[src/rtl/multdiv_controller_pkg.sv]
// multdiv_controller_pkg: shared constants and types for the multiply/divide
// sequencer (instruction field codes, register indices, exception codes,
// watchdog sizing, FSM state encoding).
package multdiv_controller_pkg;

  // Instruction decode fields
  localparam logic [4:0] OPC_RTYPE = 5'b00000;
  localparam logic [4:0] ALU_MULT  = 5'b00110;
  localparam logic [4:0] ALU_DIV   = 5'b00111;

  // Architectural register indices
  localparam logic [4:0] REG_ZERO    = 5'd0;
  localparam logic [4:0] REG_RSTATUS = 5'd30;
  localparam logic [4:0] REG_RA      = 5'd31;

  // Values written to $rstatus when the operation raises an exception
  localparam logic [31:0] EXC_MULT = 32'd4;
  localparam logic [31:0] EXC_DIV  = 32'd5;

  // Watchdog: maximum WAIT cycles before abort (legal 1..63)
  localparam int unsigned WD_W    = 6;
  localparam int unsigned TIMEOUT = 40;

  typedef enum logic [1:0] {
    ST_IDLE  = 2'd0,
    ST_START = 2'd1,
    ST_WAIT  = 2'd2,
    ST_PEND  = 2'd3
  } state_e;

endpackage

[src/rtl/multdiv_controller_if.sv]
// multdiv_controller_if: connection between the sequencer and the multdiv unit.
//   md_operandA/B : latched operands to the unit
//   ctrl_MULT/DIV : one-cycle start pulses
//   md_result     : unit result
//   md_exception  : overflow / divide-by-zero
//   md_resultRDY  : single-cycle result valid
// modport master = sequencer side, modport slave = multdiv unit side.
interface multdiv_controller_if;
  logic [31:0] md_operandA;
  logic [31:0] md_operandB;
  logic        ctrl_MULT;
  logic        ctrl_DIV;
  logic [31:0] md_result;
  logic        md_exception;
  logic        md_resultRDY;

  modport master (
    output md_operandA, md_operandB, ctrl_MULT, ctrl_DIV,
    input  md_result, md_exception, md_resultRDY
  );

  modport slave (
    input  md_operandA, md_operandB, ctrl_MULT, ctrl_DIV,
    output md_result, md_exception, md_resultRDY
  );
endinterface

[src/rtl/multdiv_controller_md_watchdog.sv]
// multdiv_controller_md_watchdog: counts WAIT cycles and flags expiry.
// Used only when MULTDIV_TIMEOUT_EN is defined.
//   clock, reset : pipeline clock, synchronous active-high reset
//   clear        : zero the counter (asserted in the cycle before WAIT)
//   run          : controller is in WAIT this cycle
//   expired_c    : this is the TIMEOUT-th WAIT cycle with no result
module multdiv_controller_md_watchdog
  import multdiv_controller_pkg::*;
(
  input  logic clock,
  input  logic reset,
  input  logic clear,
  input  logic run,
  output logic expired_c
);

  logic [WD_W-1:0] count_q;
  logic [WD_W-1:0] count_d;

  // Counter next value
  always_comb begin
    count_d = count_q;
    if (clear) begin
      count_d = '0;
    end else if (run) begin
      count_d = count_q + WD_W'(1);
    end
  end

  always_ff @(posedge clock) begin
    if (reset) begin
      count_q <= '0;
    end else begin
      count_q <= count_d;
    end
  end

  // count_q holds the number of WAIT cycles already completed
  assign expired_c = run && (count_q == WD_W'(TIMEOUT - 1));

endmodule

[src/rtl/multdiv_controller.sv]
// multdiv_controller: sequences multi-cycle MULT/DIV operations and arbitrates
// the single register-file write port between pipeline writeback and the
// multdiv result. Freezes the pipeline front while an operation is outstanding.
// Ports:
//   clock, reset          : pipeline clock, synchronous active-high reset
//   issue_valid, insn_x   : X-stage instruction and its valid
//   operandA, operandB    : X-stage source operands
//   md                    : multdiv unit connection (master side)
//   wb_we/wb_reg/wb_data  : pipeline writeback request
//   ctrl_writeEnable, ctrl_writeReg, data_writeReg : register-file write port
//   stall                 : freeze PC, F/D, D/X
//   md_retire             : one-cycle pulse in the commit cycle
//   busy                  : an operation is outstanding
// Optional feature macro: MULTDIV_TIMEOUT_EN (WAIT watchdog abort).
module multdiv_controller
  import multdiv_controller_pkg::*;
(
  input  logic                   clock,
  input  logic                   reset,
  input  logic                   issue_valid,
  input  logic [31:0]            insn_x,
  input  logic [31:0]            operandA,
  input  logic [31:0]            operandB,
  multdiv_controller_if.master   md,
  input  logic                   wb_we,
  input  logic [4:0]             wb_reg,
  input  logic [31:0]            wb_data,
  output logic                   ctrl_writeEnable,
  output logic [4:0]             ctrl_writeReg,
  output logic [31:0]            data_writeReg,
  output logic                   stall,
  output logic                   md_retire,
  output logic                   busy
);

  state_e      state_q, state_d;
  logic        is_div_q, is_div_d;
  logic [4:0]  rd_q, rd_d;
  logic [31:0] opa_q, opa_d;
  logic [31:0] opb_q, opb_d;
  logic [31:0] res_q, res_d;
  logic        exc_q, exc_d;

  logic        md_op_c;
  logic        ctrl_mult_c;
  logic        ctrl_div_c;
  logic        wd_clear_c;
  logic        wd_run_c;
  logic        wd_expired_c;
  logic [4:0]  commit_reg_c;
  logic [31:0] commit_data_c;
  logic        unused_insn;

  // MULT/DIV decode
  assign md_op_c = (insn_x[31:27] == OPC_RTYPE) &&
                   ((insn_x[6:2] == ALU_MULT) || (insn_x[6:2] == ALU_DIV));
  assign unused_insn = ^{insn_x[21:7], insn_x[1:0]};

  // Exceptions redirect the commit to $rstatus with an op-specific code
  assign commit_reg_c  = exc_q ? REG_RSTATUS : rd_q;
  assign commit_data_c = exc_q ? (is_div_q ? EXC_DIV : EXC_MULT) : res_q;

`ifdef MULTDIV_TIMEOUT_EN
  multdiv_controller_md_watchdog u_md_watchdog (
    .clock     (clock),
    .reset     (reset),
    .clear     (wd_clear_c),
    .run       (wd_run_c),
    .expired_c (wd_expired_c)
  );
`else
  logic unused_wd;
  assign unused_wd    = wd_clear_c ^ wd_run_c;
  assign wd_expired_c = 1'b0;
`endif

  // Next-state, datapath capture and write-port arbitration
  always_comb begin
    state_d          = state_q;
    is_div_d         = is_div_q;
    rd_d             = rd_q;
    opa_d            = opa_q;
    opb_d            = opb_q;
    res_d            = res_q;
    exc_d            = exc_q;
    ctrl_mult_c      = 1'b0;
    ctrl_div_c       = 1'b0;
    wd_clear_c       = 1'b0;
    wd_run_c         = 1'b0;
    stall            = 1'b0;
    md_retire        = 1'b0;
    busy             = (state_q != ST_IDLE);
    ctrl_writeEnable = wb_we;
    ctrl_writeReg    = wb_reg;
    data_writeReg    = wb_data;

    unique case (state_q)
      ST_IDLE: begin
        if (issue_valid && md_op_c) begin
          is_div_d = (insn_x[6:2] == ALU_DIV);
          rd_d     = insn_x[26:22];
          opa_d    = operandA;
          opb_d    = operandB;
          stall    = 1'b1;
          state_d  = ST_START;
        end
      end
      ST_START: begin
        ctrl_mult_c = !is_div_q;
        ctrl_div_c  = is_div_q;
        wd_clear_c  = 1'b1;
        stall       = 1'b1;
        state_d     = ST_WAIT;
      end
      ST_WAIT: begin
        wd_run_c = 1'b1;
        stall    = 1'b1;
        if (md.md_resultRDY) begin
          res_d   = md.md_result;
          exc_d   = md.md_exception;
          state_d = ST_PEND;
        end else if (wd_expired_c) begin
          res_d   = '0;
          exc_d   = 1'b1;
          state_d = ST_PEND;
        end
      end
      ST_PEND: begin
        // Pipeline writeback has priority; the frozen front bounds the wait
        if (!wb_we) begin
          md_retire        = 1'b1;
          ctrl_writeEnable = (commit_reg_c != REG_ZERO);
          ctrl_writeReg    = commit_reg_c;
          data_writeReg    = commit_data_c;
          state_d          = ST_IDLE;
        end else begin
          stall = 1'b1;
        end
      end
      default: state_d = ST_IDLE;
    endcase

    // All outputs are quiet while reset is held
    if (reset) begin
      ctrl_mult_c      = 1'b0;
      ctrl_div_c       = 1'b0;
      stall            = 1'b0;
      md_retire        = 1'b0;
      busy             = 1'b0;
      ctrl_writeEnable = 1'b0;
      ctrl_writeReg    = '0;
      data_writeReg    = '0;
    end
  end

  always_ff @(posedge clock) begin
    if (reset) begin
      state_q  <= ST_IDLE;
      is_div_q <= 1'b0;
      rd_q     <= '0;
      opa_q    <= '0;
      opb_q    <= '0;
      res_q    <= '0;
      exc_q    <= 1'b0;
    end else begin
      state_q  <= state_d;
      is_div_q <= is_div_d;
      rd_q     <= rd_d;
      opa_q    <= opa_d;
      opb_q    <= opb_d;
      res_q    <= res_d;
      exc_q    <= exc_d;
    end
  end

  assign md.md_operandA = opa_q;
  assign md.md_operandB = opb_q;
  assign md.ctrl_MULT   = ctrl_mult_c;
  assign md.ctrl_DIV    = ctrl_div_c;

endmodule

[src/flat_wrapper.sv]
// flat-port wrapper written by rule: the top's interface ports become plain ports
module multdiv_controller_flat import multdiv_controller_pkg::*;
  (clock, reset, issue_valid, insn_x, operandA, operandB, wb_we, wb_reg, wb_data, ctrl_writeEnable, ctrl_writeReg, data_writeReg, stall, md_retire, busy, md_md_operandA, md_md_operandB, md_ctrl_MULT, md_ctrl_DIV, md_md_result, md_md_exception, md_md_resultRDY);
  multdiv_controller_if md_i ();
  input  logic clock;
  input  logic reset;
  input  logic issue_valid;
  input  logic [31:0] insn_x;
  input  logic [31:0] operandA;
  input  logic [31:0] operandB;
  input  logic wb_we;
  input  logic [4:0] wb_reg;
  input  logic [31:0] wb_data;
  output logic ctrl_writeEnable;
  output logic [4:0] ctrl_writeReg;
  output logic [31:0] data_writeReg;
  output logic stall;
  output logic md_retire;
  output logic busy;
  output wire logic [$bits(md_i.md_operandA)-1:0] md_md_operandA;
  output wire logic [$bits(md_i.md_operandB)-1:0] md_md_operandB;
  output wire logic [$bits(md_i.ctrl_MULT)-1:0] md_ctrl_MULT;
  output wire logic [$bits(md_i.ctrl_DIV)-1:0] md_ctrl_DIV;
  input wire logic [$bits(md_i.md_result)-1:0] md_md_result;
  input wire logic [$bits(md_i.md_exception)-1:0] md_md_exception;
  input wire logic [$bits(md_i.md_resultRDY)-1:0] md_md_resultRDY;
  assign md_md_operandA = md_i.md_operandA;
  assign md_md_operandB = md_i.md_operandB;
  assign md_ctrl_MULT = md_i.ctrl_MULT;
  assign md_ctrl_DIV = md_i.ctrl_DIV;
  assign md_i.md_result = md_md_result;
  assign md_i.md_exception = md_md_exception;
  assign md_i.md_resultRDY = md_md_resultRDY;
  multdiv_controller u_core (.clock(clock), .reset(reset), .issue_valid(issue_valid), .insn_x(insn_x), .operandA(operandA), .operandB(operandB), .md(md_i), .wb_we(wb_we), .wb_reg(wb_reg), .wb_data(wb_data), .ctrl_writeEnable(ctrl_writeEnable), .ctrl_writeReg(ctrl_writeReg), .data_writeReg(data_writeReg), .stall(stall), .md_retire(md_retire), .busy(busy));
endmodule
[config.mk]
export PLATFORM = sky130hd
export DESIGN_NAME = multdiv_controller_flat
export DESIGN_NICKNAME = d
export VERILOG_FILES = /design/src/rtl/multdiv_controller_pkg.sv /design/src/rtl/multdiv_controller_if.sv /design/src/rtl/multdiv_controller_md_watchdog.sv /design/src/rtl/multdiv_controller.sv /design/src/flat_wrapper.sv
export SDC_FILE = /design/constraint.sdc
export NUM_CORES = 1
export LEC_CHECK = 0
export ABC_CLOCK_PERIOD_IN_PS = 4200
export BUFFER_PORTS_ARGS = -buffer_cell sky130_fd_sc_hd__buf_2
export CAP_MARGIN = 15
export CELL_PAD_IN_SITES_DETAIL_PLACEMENT = 1
export CELL_PAD_IN_SITES_GLOBAL_PLACEMENT = 1
export CORE_AREA = 2 2 110 138
export CTS_CLUSTER_SIZE = 25
export DETAILED_ROUTE_END_ITERATION = 12
export DIE_AREA = 0 0 112 140
export PLACE_DENSITY = 0.83
export RECOVER_POWER = 50
export SLEW_MARGIN = 15
export SYNTH_ARGS = -nofsm -noshare
export SYNTH_HDL_FRONTEND = slang
export SYNTH_SLANG_ARGS = --single-unit
[constraint.sdc]
create_clock -name clock -period 4.2 [get_ports clock]
set_input_delay 0.84 -clock clock [delete_from_list [all_inputs] [get_ports clock]]
set_output_delay 0.84 -clock clock [all_outputs]
set_load 0.1 [all_outputs]
==> run_results.csv <==
group,metric,value,unit
sta,period_share,0.829,
logic_synthesis,ys_ff_latch,105,
logic_synthesis,synthFlopType,"dfxtp_1",
critical_path,path_class,"in2out",
sta,setup_viol,0,
cts,cts_resized,0,
sta,finClkSkew,0.00875,ns
logic_synthesis,ys_seq_area_frac,0.496,
cells_and_area,n_antenna_cell,0,
drt,initialDrtViolationCount,184,
cells_and_area,num-nets-final,958,
cts,cts_tree,"done",
drt,drc,0,
cells_and_area,syn2layout_area_growth,37.7,%
cts,ctsHoldBuffers,0,
floorplan,start_util,0.296,
place,place.port_buffers,260,
logic_synthesis,synth_area,4240,um2
critical_path,slowest_stage,"buf_4",
cts,numCtsBuffers,9,
cells_and_area,drive_above_1_share,0.284,
cts,h-tree-depth,3,
logic_synthesis,synth_cells,544,
logic_synthesis,async_reset_ff_frac,0,
logic_synthesis,syn-num-nets,719,
drt,drt-pass1-iter-count,4,
drt,drt-vias-per-instance,4.74,
cts,path_clk_slew,0.07,ns
sta,hold_viol_final,0,
drt,ant_nets,0,
global_routing,grt.overflow.total,0,
drt,routed.top_layer,"met4",
run_status,status,"complete, no violations",
cts,cts_sinks,105,
cts,insertion_delay,0.35,ns
floorplan,io_pins,278,
logic_synthesis,synth_cell_types,27,
floorplan,row_count,49,
drt,route.met2.wl,7460,um
pwr,power,2.13,mW
critical_path,arrival,2.64,ns
sta,relSlewSlack,0.143,
drt,wl_per_cell,14.7,um
drt,num_vias,4578,
logic_synthesis,synth_edf_count,0,
sta,maxSlewViolCount,0,
logic_synthesis,ys_warn_count,0,
place,dp_hpwl,10800,um
global_routing,grt.total_usage,0.175,
drt,m1WireLength,5500,um
global_routing,grt_pass1_wl,22200,um
min_path,hold_path.class,"reg2reg",
critical_path,start_kind,"input pin",
global_routing,grt_max_degree,61,
critical_path,critPathBufInv,3,
floorplan,die_h,140,um
critical_path,path_delay_family,"buffers and inverters",
drt,wl_met3,975,um
sta,clock.fmax,0.287,GHz
place,dp_worst_setup_slack,0.878,ns
global_routing,grt_pass1_vias,4548,
sta,grt_setup_unrepaired,"no",
critical_path,cp-end-kind,"output port",
critical_path,slowest_delay,0.63,ns
floorplan,core_area,14300,um2
logic_synthesis,synth_area_per_cell,7.79,um2
floorplan,die_area,15700,um2
sta,layout_setup_ws,0.717,ns
pwr,power.density,364,nW/um2
run,maxCapViolations,0,
drt,drt-total-wl,14200,um
sta,fin_crit,3.48,ns
critical_path,path_cells,"clkbuf_1 > buf_4 > nor2_1 > and2_1 > buf_2",
global_routing,antenna_found_initial,0,
cts,clk_path_buf_depth,2,
floorplan,die_x,112,um
cts,cts_setup_buffers,0,
pwr,power.leakage,2.37,nW
sta,worstMarginPinSlew,1.29,ns
place,gp_congestion,0.762,
pwr,peakVddDrop,188,uV
critical_path,cp_data_required_time,3.36,ns
cts,cts_root_buf,"clkbuf_16",
critical_path,cp_max_fo,60,
## Yosys cell counts, types with 5 or more instances
master,instances,area share
nand2_1,209,0.19
dfxtp_1,105,0.50
a21oi_1,104,0.12
a22o_1,31,0.064
clkbuf_1,24,0.021
nor2_1,12,0.011
nor3_1,9,0.011
buf_2,7,0.0083
buf_6,7,0.019
a211oi_1,5,0.0089
## cell families (layout without fill, tap and decap cells)
logic type	Yosys count	in the layout	share of synthesized area
DFF	105	105	0.496
adders and majority gates	4	4	0.0118
muxes	2	2	0.00472
buffers and inverters	47	291	0.0569
and+or+nand+nor	244	244	0.231
AOI/OAI and AO/OA	142	142	0.199
## area by class of cell
| cell class | instances | area (um2) |
|---|---|---|
| timing repair buffer | 271 | 1310 |
| multi-input combinational | 392 | 1900 |
| inverter | 4 | 15.0 |
| clock inverter | 5 | 47.5 |
| clock buffer | 11 | 243 |
| sequential | 105 | 2100 |
| tap | 178 | 223 |
| fill | 1913 | 8510 |
## state kept, by name, summed over array words and instances, names as in the netlist
| name | flops |
|---|---|
| u_core.state_q | 2 |
| u_core.rd_q | 5 |
| u_core.exc_q | 1 |
| u_core.md.md_operandB | 32 |
| u_core.is_div_q | 1 |
| u_core.res_q | 32 |
| u_core.md.md_operandA | 32 |
## cells in the final DEF (no fill, tap or decap), drive strengths merged
| master | synthesis | final |
|---|---|---|
| a22o | 31 | 31 |
| buf | 19 | 205 |
| nor2 | 12 | 12 |
| nor4 | 2 | 2 |
| ha | 4 | 4 |
| clkinvlp | 0 | 1 |
| a31o | 1 | 1 |
| a22oi | 1 | 1 |
| and4 | 1 | 1 |
| clkbuf | 24 | 77 |
| mux2i | 2 | 2 |
| nand4 | 1 | 1 |
| clkinv | 0 | 1 |
| nor2b | 2 | 2 |
| nand2b | 3 | 3 |
| dfxtp | 105 | 105 |
| and2 | 2 | 2 |
| and4bb | 1 | 1 |
| inv | 4 | 7 |
| nand2 | 209 | 209 |
| nor3 | 9 | 9 |
| a211oi | 5 | 5 |
| and3b | 1 | 1 |
| a21oi | 104 | 104 |
| nor3b | 1 | 1 |
## power by group
part	internal, mW	total [mW]	switching (mW)
clock network	0.431	0.824	0.393
logic	0.0863	0.305	0.219
registers	0.996	0.997	0.000983
## worst paths after layout
path,slack (ns),start,end,cells after the start
hold reg to reg,0.46,u_core.md.md_operandA[23]$_SDFFE_PP0P_,u_core.md.md_operandA[23]$_SDFFE_PP0P_,2
setup / recovery,0.72,reset,stall,5
setup reg to reg,1.76,u_core.state_q[0]$_SDFFE_PP0P_,u_core.md.md_operandA[15]$_SDFFE_PP0P_,6
hold / removal,0.46,u_core.md.md_operandA[23]$_SDFFE_PP0P_,u_core.md.md_operandA[23]$_SDFFE_PP0P_,2
## worst reg2reg max path: stages, from the launching register on
cell	delay, ns
dfxtp_1	0.33
inv_1	0.11
ha_1	0.30
and4_1	1.10
buf_12	0.30
nand2_1	0.10
a21oi_1	0.13
## per-layer routing
layer / track usage / up-vias
met3: 0.0511 / 21
li1: - / 2278
met2: 0.330 / 169
met5: 0 / -
met1: 0.186 / 2110
met4: 0.0584 / 0
## per-stage QoR
step / instances / utilization / TNS, ns / hold slack (ns) / cell area [um2]
floorplan: 544 / - / -0.236 / 0.436 / 4240
global placement: 949 / 0.393 / 0 / 0.439 / 5640
detailed placement: 949 / 0.393 / 0 / 0.445 / 5640
CTS: 965 / 0.413 / 0 / 0.456 / 5930
global route: 966 / 0.407 / 0 / 0.477 / 5840
finish: 966 / 0.407 / 0 / 0.455 / 5840
Power figures use the tool's default switching activity.
